--- config.mk ---
export PLATFORM = sky130hd
export DESIGN_NAME = hazard_ctrl
export DESIGN_NICKNAME = d
export VERILOG_FILES = /design/src/rtl/hazard_ctrl.sv
export SDC_FILE = /design/constraint.sdc
export NUM_CORES = 1
export LEC_CHECK = 0
export ABC_AREA = 1
export BUFFER_PORTS_ARGS = -buffer_cell sky130_fd_sc_hd__buf_2
export CAP_MARGIN = 20
export CORE_MARGIN = 4
export CORE_UTILIZATION = 45
export CTS_BUF_LIST = sky130_fd_sc_hd__clkbuf_4 sky130_fd_sc_hd__clkbuf_8 sky130_fd_sc_hd__clkbuf_16
export DETAILED_ROUTE_END_ITERATION = 8
export HOLD_SLACK_MARGIN = 0.1
export PLACE_DENSITY = 0.74
export REMOVE_ABC_BUFFERS = 1
export SLEW_MARGIN = 10
export SYNTH_ARGS = -nofsm -noshare
export SYNTH_HDL_FRONTEND = slang
export SYNTH_SLANG_ARGS = --single-unit
--- constraint.sdc ---
create_clock -name clk -period 5 [get_ports clk]
set_input_delay 0.5 -clock clk [delete_from_list [all_inputs] [get_ports clk]]
set_output_delay 0.5 -clock clk [all_outputs]
set_load 0.005 [all_outputs]
--- src/rtl/hazard_ctrl.sv ---
// hazard_ctrl: pipeline stall/flush/redirect control for a four-stage
// (IF/ID/EX/MEM) pipeline with precise MEM-stage exceptions and eret.
module hazard_ctrl #(
  parameter logic [29:0] EXC_VECTOR   = 30'h0000_0040,
  parameter int          DRAIN_CYCLES = 2
) (
  input  logic        clk,
  input  logic        rst,
  input  logic        if_busy,
  input  logic        mem_busy,
  input  logic        ld_hazard,
  input  logic        br_taken,
  input  logic [29:0] br_addr,
  input  logic        exc_req,
  input  logic [29:0] exc_pc,
  input  logic        eret,
  output logic        if_stall,
  output logic        id_stall,
  output logic        ex_stall,
  output logic        mem_stall,
  output logic        if_flush,
  output logic        id_flush,
  output logic        ex_flush,
  output logic        mem_flush,
  output logic        pc_load,
  output logic [29:0] new_pc,
  output logic [29:0] epc,
  output logic [15:0] stall_cnt
);

  typedef enum logic [1:0] {
    RUN   = 2'd0,
    DRAIN = 2'd1,
    REDIR = 2'd2
  } state_t;

  localparam logic [2:0] DRAIN_LOAD = 3'(DRAIN_CYCLES - 1);

  state_t     state_q;
  state_t     state_d;
  logic [2:0] cnt_q;
  logic [2:0] cnt_d;
  logic       exc_take;
  logic       any_stall;

  // Exception entry: MEM must be able to complete before the pipe is drained
  assign exc_take = (state_q == RUN) && exc_req && !mem_busy;

  // Next state, drain counter and all stall/flush/redirect outputs;
  // everything is forced quiet while reset is held
  always_comb begin
    state_d   = state_q;
    cnt_d     = cnt_q;
    if_stall  = 1'b0;
    id_stall  = 1'b0;
    ex_stall  = 1'b0;
    mem_stall = 1'b0;
    if_flush  = 1'b0;
    id_flush  = 1'b0;
    ex_flush  = 1'b0;
    mem_flush = 1'b0;
    pc_load   = 1'b0;
    new_pc    = 30'd0;
    if (rst) begin
      unique case (state_q)
        RUN: begin
          if (exc_take) begin
            if_flush  = 1'b1;
            id_flush  = 1'b1;
            ex_flush  = 1'b1;
            mem_flush = 1'b1;
            cnt_d     = DRAIN_LOAD;
            state_d   = DRAIN;
          end else if (mem_busy || if_busy) begin
            if_stall  = 1'b1;
            id_stall  = 1'b1;
            ex_stall  = 1'b1;
            mem_stall = 1'b1;
          end else if (eret) begin
            pc_load  = 1'b1;
            new_pc   = epc;
            if_flush = 1'b1;
            id_flush = 1'b1;
            ex_flush = 1'b1;
          end else if (ld_hazard) begin
            if_stall = 1'b1;
            id_stall = 1'b1;
            ex_flush = 1'b1;
          end else if (br_taken) begin
            pc_load  = 1'b1;
            new_pc   = br_addr;
            if_flush = 1'b1;
          end
        end
        DRAIN: begin
          if_flush  = 1'b1;
          id_flush  = 1'b1;
          ex_flush  = 1'b1;
          mem_flush = 1'b1;
          if (cnt_q == 3'd0) begin
            state_d = REDIR;
          end else begin
            cnt_d = cnt_q - 3'd1;
          end
        end
        REDIR: begin
          pc_load  = 1'b1;
          new_pc   = EXC_VECTOR;
          if_flush = 1'b1;
          state_d  = RUN;
        end
        default: begin
          state_d = RUN;
        end
      endcase
    end
  end

  assign any_stall = if_stall | id_stall | ex_stall | mem_stall;

  // State and drain counter registers; reset abandons any exception in flight
  always_ff @(posedge clk or negedge rst) begin
    if (!rst) begin
      state_q <= RUN;
      cnt_q   <= 3'd0;
    end else begin
      state_q <= state_d;
      cnt_q   <= cnt_d;
    end
  end

  // Exception PC capture, only on exception entry
  always_ff @(posedge clk or negedge rst) begin
    if (!rst) begin
      epc <= 30'd0;
    end else if (exc_take) begin
      epc <= exc_pc;
    end
  end

  // Saturating count of cycles in which any stage was stalled
  always_ff @(posedge clk or negedge rst) begin
    if (!rst) begin
      stall_cnt <= 16'd0;
    end else if (any_stall && (stall_cnt != 16'hFFFF)) begin
      stall_cnt <= stall_cnt + 16'd1;
    end
  end

endmodule

# == Word-level counts from Yosys, hierarchy flattened ==
# Cells that the tools add are included.
# totals
ff_bits,51
input_bits,68
output_inout_bits,85
elab_cells,71
# op_classes
addsub,2
eq_ne,6
mux,46
bitwise,2
reduce_logical,11
# op_table
cell,n
2-to-1 mux 30 bit,6
case mux 30 bit (2 select lines),1
2-to-1 mux 1 bit,28
adder 16 x 1 -> 16 bit (second input constant),1
inequality test 16 bit (second input constant),1
case mux 1 bit (2 select lines),5
2-to-1 mux 3 bit,2
inequality test 2 bit (second input constant),3
case mux 3 bit (2 select lines),1
2-to-1 mux 2 bit,2
case mux 2 bit (2 select lines),1
AND reduction 4 bit,1
logical AND 1 bit,3
logical NOT 3 bit,1
AND reduction 3 bit,1
subtractor 3 x 1 -> 3 bit (second input constant),1
equality test 2 x 1 -> 1 bit (second input constant),1
equality test 2 bit (second input constant),1
logical NOT 2 bit,1
OR 1 bit,2
nonzero test 2 bit,1
OR reduction 2 bit,1
logical NOT 1 bit,1
logical OR 1 bit,1

# == Longest topological paths before layout ==
# logic_depth
depth_word,9
mapped_depth,10
mapped_depth_nobuf,9

# == Worst setup path before layout ==
# Ideal clock, no wire load.
# synth_timing
path_type,register to output
from,reg state_q[0]
to,out new_pc[19]
t_arrival_ns,1.449
slack_ns,3.051
stages_incl_launch_ff,9
path_buffers,2
path_cell_list,dfrtp_1 inv_1 ha_1 inv_2 a21oi_4 nand3_1 buf_2 buf_6 a21oi_2
# synth_via
elab_chain_cells,6
elab_cells_between_ends,7
# synth_lines
item,line,text
"start, declared",39,state_t state_q;
"start signal, assigned",127,state_q <= state_d;
logical NOT 2 bit,"47, 65",
logical AND 1 bit (2 in series),47,assign exc_take = (state_q == RUN) && exc_req && !mem_busy;
2-to-1 mux 30 bit,67,if (exc_take) begin
case mux 30 bit (2 select lines) (*),65,unique case (state_q)
2-to-1 mux 30 bit (*),64,if (rst) begin
"end, declared",26,"output logic [29:0] new_pc,"
# Mark *: on every way between the ends. The rest lies on a longest branch, timed or not.

# == Final worst setup path ==
# layout_timing
from,reg state_q[0]
to,out if_stall
# layout_via
elab_chain_cells,6
# layout_lines
item,line,text
logical NOT 2 bit (*),"47, 65",
logical AND 1 bit (2 in series),47,
2-to-1 mux 1 bit,67,
2-to-1 mux 1 bit (*),65,
2-to-1 mux 1 bit (*),64,
"end, declared",17,"output logic if_stall,"
# Marks and branches as above.

==> results.json <==
{
  "status": "completed",
  "post_drt_wl_per_cell_um": 14.6,
  "fin_cells": 610,
  "routed_wl_um": 8910,
  "tns_ns": 0,
  "p_comb_share_pct": 42.0,
  "vias": 3187,
  "nets": 605,
  "crit_type": "reg -> out",
  "setup_viol": 0,
  "worstPathRequired_ns": 4.50,
  "start_util_pct": 46.3,
  "slew_headroom_pct": 35.4,
  "ant_nets": 0,
  "cp_data_arrival_time_ns": 2.48,
  "dp.cells": 600,
  "synthCells": 386,
  "cts_root_buf": "clkbuf_8",
  "power.internal_mw": 1.08,
  "cts.sinks": 51,
  "die_y_um": 91.4,
  "ios": 153,
  "pwr-share-seq_pct": 40.7,
  "placedInstanceArea_um2": 3890,
  "fill_cells": 637,
  "htree_num_levels": 2,
  "hold_path_startpoint": "exc_pc[24]",
  "dr.pass1.iters": 4,
  "synth_seq_area_share_pct": 40.8,
  "clk_latency_ns": 0.30,
  "tritoncts.num_buffers": 5,
  "tightest_slew_ns": 0.969,
  "rows": 30,
  "vdd_ir_drop_max_uv": 188,
  "synth_area_um2": 3130,
  "grt_pass1_wl_um": 14500,
  "drive_gt1_share_pct": 40.2,
  "startpoint": "state_q[0]$_DFFE_PN0P_",
  "fin_skew_ns": 0.00900,
  "period_share_pct": 59.5,
  "drt_iter0_markers": 158,
  "grt_pass1_vias": 2939,
  "die_area_um2": 8350,
  "coreArea_um2": 6760,
  "cap_violations": 0,
  "p_clk_share_pct": 17.3,
  "power_density_nw_per_um2": 424,
  "drc": 0,
  "diodes": 0,
  "die_w_um": 91.4,
  "p_switching_uw": 627,
  "post-cts-setup-buffers": 0,
  "synthDistinctLibCells": 29,
  "antenna_found_initial": 0,
  "p_leak_nw": 2.09,
  "crit_fanout": 34,
  "r2r-start": "state_q[0]$_DFFE_PN0P_",
  "dpl.hpwl_um": 6600,
  "port-buffer-count": 152,
  "maxSlewViolCount": 0,
  "synth_area_leaders": "dfrtp_1 41%, nand2_1 13%, mux2_2 11%",
  "finalHoldViolCount": 0,
  "grt-ovfl-total": 0,
  "yosys_warnings": 0,
  "period_needed_ns": 2.98,
  "max_freq_mhz": 336,
  "startpoint_type": "flip-flop",
  "synth.top_cell.area_share_pct": 40.8,
  "hp-class": "in -> reg",
  "synth_top_area_cell": "dfrtp_1",
  "post_drt_via_cell_ratio": 5.22,
  "clockBufferDepth": 2,
  "grt_max_degree": 50,
  "crit_path_end_kind": "output pin",
  "synth.ff_latch_count": 51,
  "gr-usage-all-layers_pct": 21.0,
  "synth_area_per_cell_um2": 8.11,
  "fin_area_um2": 4040,
  "gp_congestion": 0.856,
  "cts.clk_slew.worst_paths_ns": 0.09,
  "area_growth_pct": 28.9,
  "p_sw_share_pct": 36.6,
  "cts_tree": "yes",
  "r2r_slack_ns": 2.55,
  "rsz0062_at_grt": "no"
}
[placed cells by master (no fill, tap or decap), drive strengths merged, types with 6 or more instances in the layout]
master    n
a21oi    36
ha        8
nand2   113
o21ai     9
buf     155
clkbuf    6
nor2     28
xnor2     7
dfrtp    51
nand3    45
nand4     7
mux2     30
inv      26
[power by group through the flow]
stage                     combinational [mW]  sequential [mW]  clock [mW]
after global placement                 0.711            0.693           0
after CTS                              0.729            0.694       0.305
after detailed placement               0.726            0.704           0
after floorplan                        0.406            0.699           0
final                                  0.719            0.697       0.296
after global routing                   0.812            0.721       0.325
[final timing paths]
check                                            to  cells past startpoint
setup / recovery                           if_stall                      6
hold / removal                  epc[24]$_DFFE_PN0P_                      2
setup reg to reg           stall_cnt[5]$_DFFE_PN0P_                      8
hold reg to reg                 epc[14]$_DFFE_PN0P_                      1
max in group asynchronous      cnt_q[2]$_DFFE_PN0P_                      3
min in group asynchronous    state_q[1]$_DFFE_PN0P_                      2
[cells by family (layout without fill, tap and decap cells)]
group | after synthesis | count (layout) | synth area share [%]
xor gates and xnor gates | 8 | 8 | 2.24
and+or+nand+nor | 195 | 195 | 26.9
buffers and inverters | 47 | 191 | 6.92
AOI/OAI and AO/OA | 47 | 47 | 9.20
DFF | 51 | 51 | 40.8
muxes | 30 | 30 | 10.8
adders and majority gates | 8 | 8 | 3.20
[critical path, stage by stage (launching register included)]
cell	delay (ns)
dfrtp_1	0.42
inv_1	0.13
ha_1	0.26
nand3_2	0.67
nand2_1	0.44
nor2_4	0.12
buf_2	0.14
[cells in the mapped netlist]
cell      number
a21oi_1       25
buf_4          3
nand3_1       43
clkinv_1       1
o22ai_1        1
nand2_2        1
nor2_1        26
inv_1         24
inv_2          2
buf_2          5
nor3_1         1
nor2_2         1
dfrtp_1       51
o21ai_0        9
nand2_1      111
nand2_4        1
buf_6          3
xnor2_1        7
ha_1           8
a21oi_4        1
nand3_2        2
nor2_4         1
a21oi_2       10
clkbuf_1       9
nand3b_1       1
nand4_1        7
xor2_1         1
o21a_1         1
mux2_2        30
[repair_timing]
item                                   4_1_cts  5_1_grt
hold buffers                                 1        0
resized for setup                            0        0
endpoints found under the hold margin        2        0
[through the flow]
stage | power, mW | setup slack, ns | hold WS [ns] | util [%]
after floorplan | 1.11 | 2.55 | 0.204 | -
after global placement | 1.40 | 2.16 | 0.355 | 57.6
after detailed placement | 1.43 | 2.12 | 0.357 | 57.6
after CTS | 1.73 | 1.98 | 0.410 | 59.5
after global routing | 1.86 | 1.82 | 0.409 | 59.7
final | 1.71 | 2.02 | 0.423 | 59.7
[flip-flops by register name (all words and copies together), names as in the netlist]
signal	count
stall_cnt	16
state_q	2
epc	30
cnt_q	3
[routing by layer]
layer / part of all wire [%] / GRT usage, %
met1: 43 / 28.1
met2: 50 / 35.6
met3: 6.8 / 3.73
met4: 0.95 / 3.89
met5: 0 / 0
[layout make-up]
cell class | count | area, µm² | area share [%]
multi-input cells | 288 | 1640 | 40.6
flip-flops and latches | 51 | 1280 | 31.6
repair buffers | 156 | 801 | 19.8
inverters | 27 | 101 | 2.51
well taps | 80 | 100 | 2.48
clock buffers | 6 | 82.6 | 2.05
clock inverters | 2 | 35.0 | 0.868
No activity file was read; power rests on OpenSTA's default activity.
